### src/rtl/imem_loader.sv
// imem_loader: boot-time instruction-memory loader.
// Collects a valid/ready byte stream, packs every four bytes little-endian into a
// 32-bit word and writes the words to consecutive word addresses, starting at
// byte address 0. The core is held stalled for the whole load. done pulses once
// when the requested number of words has been written.
//
// Ports
//   clk, rst_n   rising-edge clock, synchronous active-low reset
//   start        request a load (only honoured in IDLE)
//   word_count   words to load, sampled with an accepted start, clamped to 2**ADDR_W
//   byte_valid   byte_data carries a byte this cycle
//   byte_data    incoming byte
//   byte_ready   loader takes a byte this cycle (high only while receiving)
//   mem_we       one-cycle write strobe per assembled word
//   mem_addr     byte address of the write (word index in [ADDR_W+1:2])
//   mem_wdata    assembled word
//   busy         load in progress
//   cpu_stall    same as busy; the core must not fetch while high
//   done         one-cycle pulse after the last word has been written
module imem_loader #(
  parameter int unsigned ADDR_W = 8
) (
  input  logic              clk,
  input  logic              rst_n,
  input  logic              start,
  input  logic [ADDR_W:0]   word_count,
  input  logic              byte_valid,
  input  logic [7:0]        byte_data,
  output logic              byte_ready,
  output logic              mem_we,
  output logic [31:0]       mem_addr,
  output logic [31:0]       mem_wdata,
  output logic              busy,
  output logic              cpu_stall,
  output logic              done
);

  localparam int unsigned CNT_W = ADDR_W + 1;
  localparam logic [CNT_W-1:0] MAX_WORDS = CNT_W'(1 << ADDR_W);

  typedef enum logic [1:0] {
    IDLE  = 2'd0,
    RECV  = 2'd1,
    WRITE = 2'd2,
    DONE  = 2'd3
  } state_t;

  state_t            state, state_next;
  logic [CNT_W-1:0]  n_words, n_words_next;
  logic [CNT_W-1:0]  word_idx, word_idx_next;
  logic [1:0]        byte_idx, byte_idx_next;
  logic [23:0]       shift, shift_next;
  logic [31:0]       addr_next, wdata_next;

  // State and datapath registers. The status outputs are registered decodes of
  // the next state, so each one equals a decode of the current state.
  always_ff @(posedge clk) begin
    if (!rst_n) begin
      state      <= IDLE;
      n_words    <= '0;
      word_idx   <= '0;
      byte_idx   <= '0;
      shift      <= '0;
      mem_addr   <= '0;
      mem_wdata  <= '0;
      byte_ready <= 1'b0;
      mem_we     <= 1'b0;
      busy       <= 1'b0;
      cpu_stall  <= 1'b0;
      done       <= 1'b0;
    end else begin
      state      <= state_next;
      n_words    <= n_words_next;
      word_idx   <= word_idx_next;
      byte_idx   <= byte_idx_next;
      shift      <= shift_next;
      mem_addr   <= addr_next;
      mem_wdata  <= wdata_next;
      byte_ready <= (state_next == RECV);
      mem_we     <= (state_next == WRITE);
      busy       <= (state_next != IDLE);
      cpu_stall  <= (state_next != IDLE);
      done       <= (state_next == DONE);
    end
  end

  // Next-state and datapath update.
  always_comb begin
    state_next    = state;
    n_words_next  = n_words;
    word_idx_next = word_idx;
    byte_idx_next = byte_idx;
    shift_next    = shift;
    addr_next     = mem_addr;
    wdata_next    = mem_wdata;

    unique case (state)
      IDLE: begin
        if (start) begin
          n_words_next  = (word_count > MAX_WORDS) ? MAX_WORDS : word_count;
          word_idx_next = '0;
          byte_idx_next = '0;
          state_next    = (word_count == '0) ? DONE : RECV;
        end
      end
      RECV: begin
        if (byte_valid) begin
          byte_idx_next = byte_idx + 2'd1;
          if (byte_idx == 2'd3) begin
            // Fourth byte goes straight into the output word; the write
            // strobe follows in the next cycle.
            state_next = WRITE;
            addr_next  = 32'({word_idx[ADDR_W-1:0], 2'b00});
            wdata_next = {byte_data, shift};
          end else begin
            shift_next[{byte_idx[1:0], 3'b000} +: 8] = byte_data;
          end
        end
      end
      WRITE: begin
        word_idx_next = word_idx + CNT_W'(1);
        state_next    = ((word_idx + CNT_W'(1)) == n_words) ? DONE : RECV;
      end
      DONE: begin
        state_next = IDLE;
      end
      default: begin
        state_next = IDLE;
      end
    endcase
  end

endmodule

### config.mk
export PLATFORM = sky130hd
export DESIGN_NAME = imem_loader
export DESIGN_NICKNAME = d
export VERILOG_FILES = /design/src/rtl/imem_loader.sv
export SDC_FILE = /design/constraint.sdc
export NUM_CORES = 1
export LEC_CHECK = 0
export CAP_MARGIN = 30
export CORE_MARGIN = 2
export CORE_UTILIZATION = 38
export DETAILED_ROUTE_END_ITERATION = 8
export HOLD_SLACK_MARGIN = 0.06
export PLACE_DENSITY = 0.65
export SYNTH_ARGS = -nofsm -noshare
export SYNTH_HDL_FRONTEND = slang
export SYNTH_SLANG_ARGS = --single-unit
### constraint.sdc
create_clock -name clk -period 1.84 [get_ports clk]
set_clock_uncertainty 0.2 [all_clocks]
set_input_delay 0.184 -clock clk [delete_from_list [all_inputs] [get_ports clk]]
set_output_delay 0.184 -clock clk [all_outputs]
set_load 0.01 [all_outputs]
Word-level counts from Yosys, hierarchy flattened:

Index checks and enable logic that the tools add are counted.

* register bits after elaboration: 90
* latch bits: 0
* RAM bits: 0
* memory bits (read-only): 0
* bits of input ports: 21
* output and inout bits: 69
* logic and storage cells: 51
* memories kept: 0

* add/sub/neg operators: 3
* multipliers: 0
* div/mod/pow operators: 0
* order comparisons: 1
* equal/unequal tests: 10
* shifts and indexed selects: 2
* muxes and demuxes: 13
* bitwise operators: 1
* reduce and logical (&&, ||, !) cells: 10

Operator list (number)
* $bwmux 24: 1
* $shift 8x7->24 const A: 1
* $shiftx 8x7->24: 1
* $mux 9: 2
* $pmux 9 s2: 1
* $mux 2: 7
* $eq 2x2->1 const B: 5
* $add 9x1->9 const B: 1
* $eq 9x9->1: 1
* $gt 9x9->1 const B: 1
* $logic_not 9->1: 1
* $reduce_and 3->1: 3
* $pmux 2 s4: 1
* $neg 5->7: 1
* $reduce_bool 2->1: 3
* $eq 2x1->1 const B: 2
* $ne 2x2->1 const B: 2
* $pmux 2 s2: 1
* $reduce_and 2->1: 2
* $add 2x1->2 const B: 1
* $logic_not 2->1: 1
* $not 1->1: 1

Logic depth before layout (Yosys ltp):

Gate-level depths: netlist of the first run.

* depth in word-level cells: 5
* depth in mapped cells: 7
* gate-level depth less buffers: 7

Least setup slack after synthesis of the first run:

No wires, ideal clock.

* path kind: register to register
* start: register word_idx[0]
* end: register byte_ready
* data arrival time: 1660 ps
* slack: -135 ps
* cell stages (with the launch flop): 7
* path buffers: 0
* path through: dfxtp_1 -> ha_1 -> xor2_1 -> a211o_1 -> nor4_2 -> a31oi_2 -> and2_1

* longest elaborated chain between the ends: 5

RTL lines
* from (decl): RTL line 50 `logic [CNT_W-1:0] word_idx, word_idx_next;`
* from (signal assigned): RTL line 74 `word_idx <= word_idx_next;`
* $add 9x1->9: RTL line 122 `state_next = ((word_idx + CNT_W'(1)) == n_words) ? DONE : RECV;`
* $eq 9x9->1: RTL line 122
* $mux 2: RTL line 122
* $pmux 2 s4: RTL line 97 `unique case (state)`
* $eq 2x1->1: RTL line 79 `byte_ready <= (state_next == RECV);`
* to (signal assigned): RTL line 79
* to (decl): RTL line 29 `output logic byte_ready,`

No other way between the ends.
A chain may end at the register's enable or synchronous reset.

Final worst setup path of the first run:

* start: register word_idx[1]
* end: register byte_ready

Same word-level chain as after synthesis.

==> metrics.txt, run 1 <==
Buffers on Ports 65; die extent in y 108 um; NumNets Final 611; Final min period 1.93 ns; final-report max-slew violation count 0; Req. time, crit path 1.89 ns; violated checks negative setup slack; Max Buffers Root-to-Sink 2; Flop pwr share 56.0%; DR pass1 iterations 4; Crit path top cell by count and2_4; Peak VDD IR 0.287 mV; post-DP HPWL 6650 um; routability cong. 0.790; DR WL/cell 12.7 um; CTS tree done; Root Buffer clkbuf_8; Synth area leaders dfxtp_1 44%, a21boi_0 13%, nand2_1 11%; Unique masters post-synth 50; post-route cell area 5420 um^2; Die Footprint 11,600 um^2; Max Fanout on Critical Path 4; arrival time worst endpoint 1.98 ns; M1 GR Usage 21.3%; crit end category register; total track usage 16.6%; layout cells sized above 1 16.7%; post-synthesis sequential area ratio 43.9%; Synth Register Bits 90; CP Class reg2reg; via count 3,471; Sink Count 90; vias in the first global route 3,220; Placed Area 5070 um^2; top cells by count, synth 121 x nand2_1, 90 x dfxtp_1, 69 x a21boi_0; Mapped Cells 486; Clock transition at path regs 0.08 ns; WL final 9180 um; Ant. Diodes 0; post-route setup slack -0.0861 ns; worst r2r src word_idx[1]; EDFF count, synth 0; Residual DRC 0; predominant post-synthesis flop cell dfxtp_1; initial antenna violation count 0; Die W 108 um; Hold WC Path Type reg2reg; area leader, netlist dfxtp_1; sw frac 24.2%; final hold vios 0; num ports 90; worst-path cell chain buf_6 > and2_4 > nand4_1 > xnor2_2 > nor4_4 > a31oi_4 > and2_4; sw power 856 uW; antenna-violating nets left 0; max-cap violations 0; Tcrit/Tclk final 105%; Top delay family on crit path simple AND/OR/NAND/NOR gates; leakage power 1.92 nW; grt ovf 0; RSZ-0062 raised after global routing true; Mean Syn Cell Area 8.44 um^2; fraction of registers with async set or reset after synthesis 0%; first-pass GRT wire length 15,300 um; count leader, synth nand2_1; met2 usage 27.5%; Yosys warning total 0; Netlist Area Pre-Place 4100 um^2; Worst path slowest cell dfxtp_2; outcome complete, but fails checks; CTS H-tree lvls 3; Tot Pwr 3.54 mW; Gate power share 8.9%; f_max 519 MHz; # fillers 1,010; Core Region 10,400 um^2; cell-internal power 2.68 mW; hold path start shift[23]; Area Growth Syn to Fin 32.0%; Largest stage delay, worst path 0.37 ns; Yosys top cell area share 43.9%; Iter 0 DRT Violations 158; number of CTS-inserted buffers 9; CP startpoint kind register; GR peak layer met2; pin count of the biggest net entering global routing 50; Starting Density 39.4%; Rows 37; M3 GR Usage 3.45%; CP bufs+invs 1; PwrDens 653 nW/um^2; Clock Latency Late Sink 0.36 ns; Clk network pwr share 35.0%; CP Launch Point word_idx[1]; setup violators final 4; via density per instance 4.79
## layer usage
layer	routed length [um]	up-vias	share of wire, %
met3	419	11	4.6
met5	0	-	0
met2	4370	78	48
met1	4270	1604	46
met4	120	0	1.3
li1	-	1778	-
## what timing repair did
action / CTS / global route
cloned: 0 / 0
setup endpoints to repair: 6 / 44
pin swaps: 6 / 11
hold endpoints to repair: 15 / 0
buffers inserted: 3 / 4
hold buffers: 1 / 0
gates resized for setup: 10 / 21
## path summary, 6_finish.rpt
| kind | depth (start not counted) | to | slack [ns] |
|---|---|---|---|
| min | 2 | shift[23] | 0.25 |
| max | 7 | byte_ready | -0.09 |
| min reg2reg | 2 | shift[23] | 0.25 |
| max reg2reg | 7 | byte_ready | -0.09 |
## registers in the layout, summed over array words and instances (netlist names)
name	flops
mem_wdata	32
byte_ready	1
mem_we	1
mem_addr	8
state	2
done	1
shift	24
word_idx	9
n_words	9
cpu_stall	1
byte_idx	2
## final cells by class
type / instances / area (um^2) / area share, %
Clock inverter: 3 / 23.8 / 0.439
Inverter: 5 / 22.5 / 0.416
Sequential cell: 90 / 1810 / 33.5
Multi-Input combinational cell: 359 / 2140 / 39.5
Clock buffer: 12 / 155 / 2.87
Timing Repair Buffer: 119 / 1090 / 20.1
Tap cell: 136 / 170 / 3.14
## per-stage QoR
stage / utilization (%) / setup TNS (ns) / setup slack (ns) / cells / hold slack, ns
6_report: 52.0 / -0.185 / -0.0861 / 724 / 0.253
5_1_grt: 52.0 / -0.575 / -0.183 / 724 / 0.285
4_1_cts: 51.1 / -0.301 / -0.128 / 720 / 0.266
3_5_place_dp: 48.7 / -10.78 / -0.322 / 701 / 0.254
3_3_place_gp: 48.7 / -10.50 / -0.261 / 701 / 0.246
2_1_floorplan: - / -1.69 / -0.0720 / 509 / 0.129
## worst register-to-register path, cell delays in order (launching register included)
cell	delay, ns
dfxtp_2	0.37
buf_6	0.11
and2_4	0.13
nand4_1	0.15
xnor2_2	0.19
nor4_4	0.35
a31oi_4	0.16
and2_4	0.16
## power by group through the flow
stage | clock network (mW) | logic (mW) | registers (mW)
floorplan | 0 | 0.200 | 2.03
global placement | 0 | 0.298 | 2.03
detailed placement | 0 | 0.301 | 2.03
CTS | 1.28 | 0.308 | 1.98
global route | 1.37 | 0.346 | 1.99
finish | 1.24 | 0.316 | 1.98
## logic make-up after synthesis
family | count (synthesis) | share of synthesized area (%)
compound gates | 106 | 19.1
xor+xnor | 10 | 2.13
fa+ha+maj | 6 | 1.83
buf+inv | 60 | 7.99
flops | 90 | 43.9
mux | 3 | 0.823
other cells | 1 | 0.0914
simple gates | 210 | 24.1
## layout by cell type, fill, tap and decap left out, types with 3 or more instances in the layout
cell             instances
nand2_1                120
dfxtp_1                 83
clkdlybuf4s50_1         64
a21boi_0                63
buf_4                   48
nand3_1                 28
conb_1                  24
nor2b_1                 15
nor3b_1                 11
clkbuf_8                11
o21ai_0                  9
a21oi_1                  8
nor2_1                   7
a21boi_1                 7
dfxtp_2                  6
xnor2_1                  5
inv_1                    4
nor3_1                   4
a22oi_1                  4
xor2_1                   4
ha_1                     4
clkinvlp_4               3
nand2_2                  3
mux2_2                   3
buf_6                    3
Power figures use the tool's default switching activity.
==> run 2: changes to the inputs <==
Settings changed: TNS_END_PERCENT set to 50.
==> run 2 against run 1 <==
The flow still finishes with violations (negative setup slack). Non-clock buffer count did not move. Global-route usage did not move. Via count fell by 0.32%. Worst setup slack got worse by 0.0011 ns. Combinational power barely moved. First-iteration DRC count fell by 25%. Critical path type unchanged.
==> metrics.txt, run 2 (synthesized netlist as in run 1, its figures left out) <==
commonest non-fill, non-tap cell in the layout nand2_1; PwrDens 653 nW/um^2; CTS tree done; Final min period 1.93 ns; num ports 90; DR pass1 iterations 4; vias in the first global route 3,220; die extent in y 108 um; initial antenna violation count 0; R2R setup slack -0.09 ns; crit end category register; final hold vios 0; post-route setup slack -0.0872 ns; post-route cell area 5410 um^2; Die W 108 um; NumNets Final 611; outcome complete, but fails checks; via density per instance 4.78; first-pass GRT wire length 15,300 um; RSZ-0062 raised after global routing true; Peak VDD IR 0.286 mV; WHS Path Cells 2; antenna-violating nets left 0; Clock Latency Late Sink 0.36 ns; Hold WC Path Type reg2reg; Max Buffers Root-to-Sink 2; Core Region 10,400 um^2; number of CTS-inserted buffers 9; hold path start shift[23]; pin count of the biggest net entering global routing 50; Starting Density 39.4%; worst r2r src word_idx[1]; post-DP HPWL 6650 um; worst reg2reg endpoint byte_ready; DR WL/cell 12.7 um; CP startpoint kind register; max-cap violations 0; Area Growth Syn to Fin 31.9%; Largest Register mem_wdata; Hold Path Sink shift[23]; layout cells sized above 1 16.5%; max reg flops 32; Max Fanout on Critical Path 4; Req. time, crit path 1.89 ns; grt ovf 0; Sink Count 90; arrival time worst endpoint 1.98 ns; via count 3,460; Die Footprint 11,600 um^2; CP Class reg2reg; setup TNS -0.195 ns; Residual DRC 0; routability cong. 0.790; WL final 9170 um; most frequent cells in the layout 120 x nand2_1, 84 x dfxtp_1, 64 x clkdlybuf4s50_1; Tcrit/Tclk final 105%; Placed Area 5070 um^2; Clock transition at path regs 0.08 ns; Worst Hold Margin 0.253 ns; R2R cell count 7; Buffers on Ports 65; final-report max-slew violation count 0; Ant. Diodes 0; largest registers mem_wdata x32, shift x24; Root Buffer clkbuf_8; Iter 0 DRT Violations 119; total track usage 16.6%; Util after Layout 52.0%; CTS H-tree lvls 3; setup violators final 4; violated checks negative setup slack; Rows 37; f_max 519 MHz; leakage power 1.92 nW
==> run 2: cell count changes in the layout (fill, tap and decap cells not counted) <==
cell and change:
dfxtp_2 -1, dfxtp_1 +1
==> run 2: metal layers <==
metal	global-route usage (%)	up-vias	share of wire [%]
met1	21.3	1592	46
li1	-	1781	-
met2	27.5	76	48
met5	0	-	0
met4	6.04	0	1.3
met3	3.45	11	4.7
==> run 2: final cells by class <==
class / count / area [um^2]
timing repair buffer: 119 / 1090
fill: 1011 / 5000
tap: 136 / 170
clock buffer: 12 / 155
sequential: 90 / 1810
multi-input combinational: 359 / 2140
clock inverter: 3 / 23.8
inverter: 5 / 22.5
==> run 2: how the worst max path moves through the flow <==
stage / startpoint / end / slack, ns
after floorplan: byte_idx[0] / shift[0] / -0.07
after global placement: word_count[5] / byte_ready / -0.26
after detailed placement: word_count[5] / byte_ready / -0.32
after CTS: word_idx[1] / byte_ready / -0.13
after global routing: word_idx[0] / mem_we / -0.18
final: word_idx[1] / byte_ready / -0.09
==> run 2: critical path, cell delays in order (launching register included) <==
cell,delay [ns]
dfxtp_2,0.37
buf_6,0.11
and2_4,0.13
nand4_1,0.15
xnor2_2,0.19
nor4_4,0.35
a31oi_4,0.16
and2_4,0.16
==> run 2: through the flow <==
| step | total power, mW | instances | setup WS [ns] |
|---|---|---|---|
| after global routing | 3.70 | 724 | -0.183 |
| after global placement | 2.33 | 701 | -0.261 |
| final | 3.53 | 724 | -0.0872 |
| after CTS | 3.57 | 720 | -0.128 |
| after floorplan | 2.23 | 509 | -0.0720 |
| after detailed placement | 2.33 | 701 | -0.322 |
==> run 2: what timing repair did <==
action / CTS / global route
pin swaps: 6 / 11
endpoints found under the setup margin: 6 / 44
endpoints found under the hold margin: 15 / 0
hold buffers: 1 / 0
setup buffers: 3 / 4
gates resized for setup: 10 / 20
==> run 2: power by group <==
part	internal [mW]	switching (mW)	leakage [nW]
clock network	0.563	0.674	0.0851
logic	0.151	0.164	1.10
registers	1.97	0.0150	0.730
==> run 3: changes to the inputs <==
Settings changed: GPL_ROUTABILITY_DRIVEN set to 1, PLACE_DENSITY 0.65 to not set, PLACE_DENSITY_LB_ADDON set to 0.1.
==> run 3 against run 2 <==
The flow still finishes with violations (negative setup slack). Total power grew 5.3%. Global-route usage increased by 0.48 points. Clock-buffer cell count down 1. Maximum frequency is 3.0% higher. Critical path type unchanged. Largest power group unchanged.
==> metrics.txt, run 3 (synthesized netlist as in run 1, its figures left out) <==
vias in the first global route 3,170; Final min period 1.87 ns; max reg flops 32; number of CTS-inserted buffers 9; Ant. Diodes 0; Buffers on Ports 65; most frequent cells in the layout 121 x nand2_1, 84 x dfxtp_1, 67 x a21boi_0; WHS Path Cells 2; post-DP HPWL 6840 um; Die W 108 um; CP Class reg2reg; worst reg2reg endpoint byte_ready; Hold WC Path Type in2reg; hold_buf cts 0; antenna-violating nets left 0; layout cells sized above 1 15.7%; final hold vios 0; WL final 9620 um; commonest non-fill, non-tap cell in the layout nand2_1; NumNets Final 603; Root Buffer clkbuf_8; Residual DRC 0; Sink Count 90; via density per instance 4.78; PwrDens 694 nW/um^2; hold path start rst_n; Core Region 10,400 um^2; RSZ-0062 raised after global routing true; num ports 90; routability cong. 0.807; Max Buffers Root-to-Sink 2; via count 3,429; largest registers mem_wdata x32, shift x24; Clock transition at path regs 0.10 ns; Clock Latency Late Sink 0.35 ns; max-cap violations 0; Req. time, crit path 1.94 ns; leakage power 1.88 nW; Area Growth Syn to Fin 30.7%; Rows 37; Tot Pwr 3.72 mW; Hold Path Sink shift[10]; R2R cell count 8; Starting Density 39.4%; Max Fanout on Critical Path 5; Iter 0 DRT Violations 158; CP startpoint kind register; pin count of the biggest net entering global routing 57; first-pass GRT wire length 15,700 um; f_max 535 MHz; Largest Register mem_wdata; violated checks negative setup slack; Peak VDD IR 0.451 mV; Tcrit/Tclk final 102%; final-report max-slew violation count 0; Util after Layout 51.5%; post-route setup slack -0.0309 ns; Die Footprint 11,600 um^2; setup violators final 3; DR pass1 iterations 4; grt ovf 0; # fillers 1,052; total track usage 17.1%; DR WL/cell 13.4 um; initial antenna violation count 0; R2R setup slack -0.03 ns; CTS tree done; outcome complete, but fails checks; CTS H-tree lvls 3; crit end category register; worst r2r src word_idx[1]; arrival time worst endpoint 1.97 ns; die extent in y 108 um
run 3: changes by cell type in the layout (fill, tap and decap cells not counted), moves of 2 or more:
cell and delta:
a21boi_0 +4, a21boi_1 -4, and2_1 +2, and2_4 -2, buf_4 -4, buf_6 -2
run 3: report_power, final:
| part | switching, mW | internal, mW |
|---|---|---|
| Combinational | 0.169 | 0.143 |
| Sequential | 0.0143 | 1.97 |
| Clock | 0.719 | 0.710 |
| Total | 0.903 | 2.82 |
run 3: worst max-delay path, stage by stage, from the launching register on:
cell and delay, ns:
dfxtp_4 0.37, ha_4 0.17, buf_4 0.15, xnor2_1 0.12, o221ai_1 0.18, o31ai_1 0.11, buf_4 0.15, a31oi_4 0.20
and2_1 0.16
run 3: stage by stage:
step / instances / hold WS (ns) / setup slack [ns] / area [um^2] / setup TNS [ns]
after floorplan: 509 / 0.129 / -0.0720 / 4190 / -1.69
after global placement: 701 / 0.239 / -0.262 / 5060 / -8.37
after detailed placement: 701 / 0.256 / -0.290 / 5060 / -9.12
after CTS: 716 / 0.0612 / -0.0425 / 5320 / -0.0838
after global routing: 717 / 0.0812 / -0.127 / 5360 / -0.499
final: 717 / 0.0763 / -0.0309 / 5360 / -0.0452
run 3: per-layer routing:
metal	vias up	part of all wire, %	global-route usage, %
met5	-	0	0
met3	11	3.8	3.15
met4	0	1.5	6.14
met2	74	44	26.2
met1	1586	51	23.9
li1	1758	-	-
run 3: layout make-up:
| class | count | area (um^2) | area share, % |
|---|---|---|---|
| flip-flops and latches | 90 | 1810 | 33.8 |
| clock buffers | 11 | 151 | 2.82 |
| clock inverters | 5 | 61.3 | 1.14 |
| repair buffers | 111 | 1010 | 18.8 |
| well taps | 136 | 170 | 3.17 |
| multi-input cells | 359 | 2140 | 39.9 |
| inverters | 5 | 18.8 | 0.350 |
run 3: how the worst max path moves through the flow:
| stage | from | to | slack (ns) | cells after the start |
|---|---|---|---|---|
| 6_report | word_idx[1] | byte_ready | -0.03 | 8 |
| 3_3_place_gp | word_count[5] | byte_ready | -0.26 | 5 |
| 2_1_floorplan | byte_idx[0] | shift[0] | -0.07 | 5 |
| 5_1_grt | word_idx[5] | byte_ready | -0.13 | 7 |
| 3_5_place_dp | word_count[5] | byte_ready | -0.29 | 5 |
| 4_1_cts | word_idx[1] | byte_ready | -0.04 | 7 |
run 3: repair_timing:
item,in CTS,in global routing
resized for setup,11,12
setup endpoints to repair,7,58
setup buffers,0,1
pin swaps,7,2
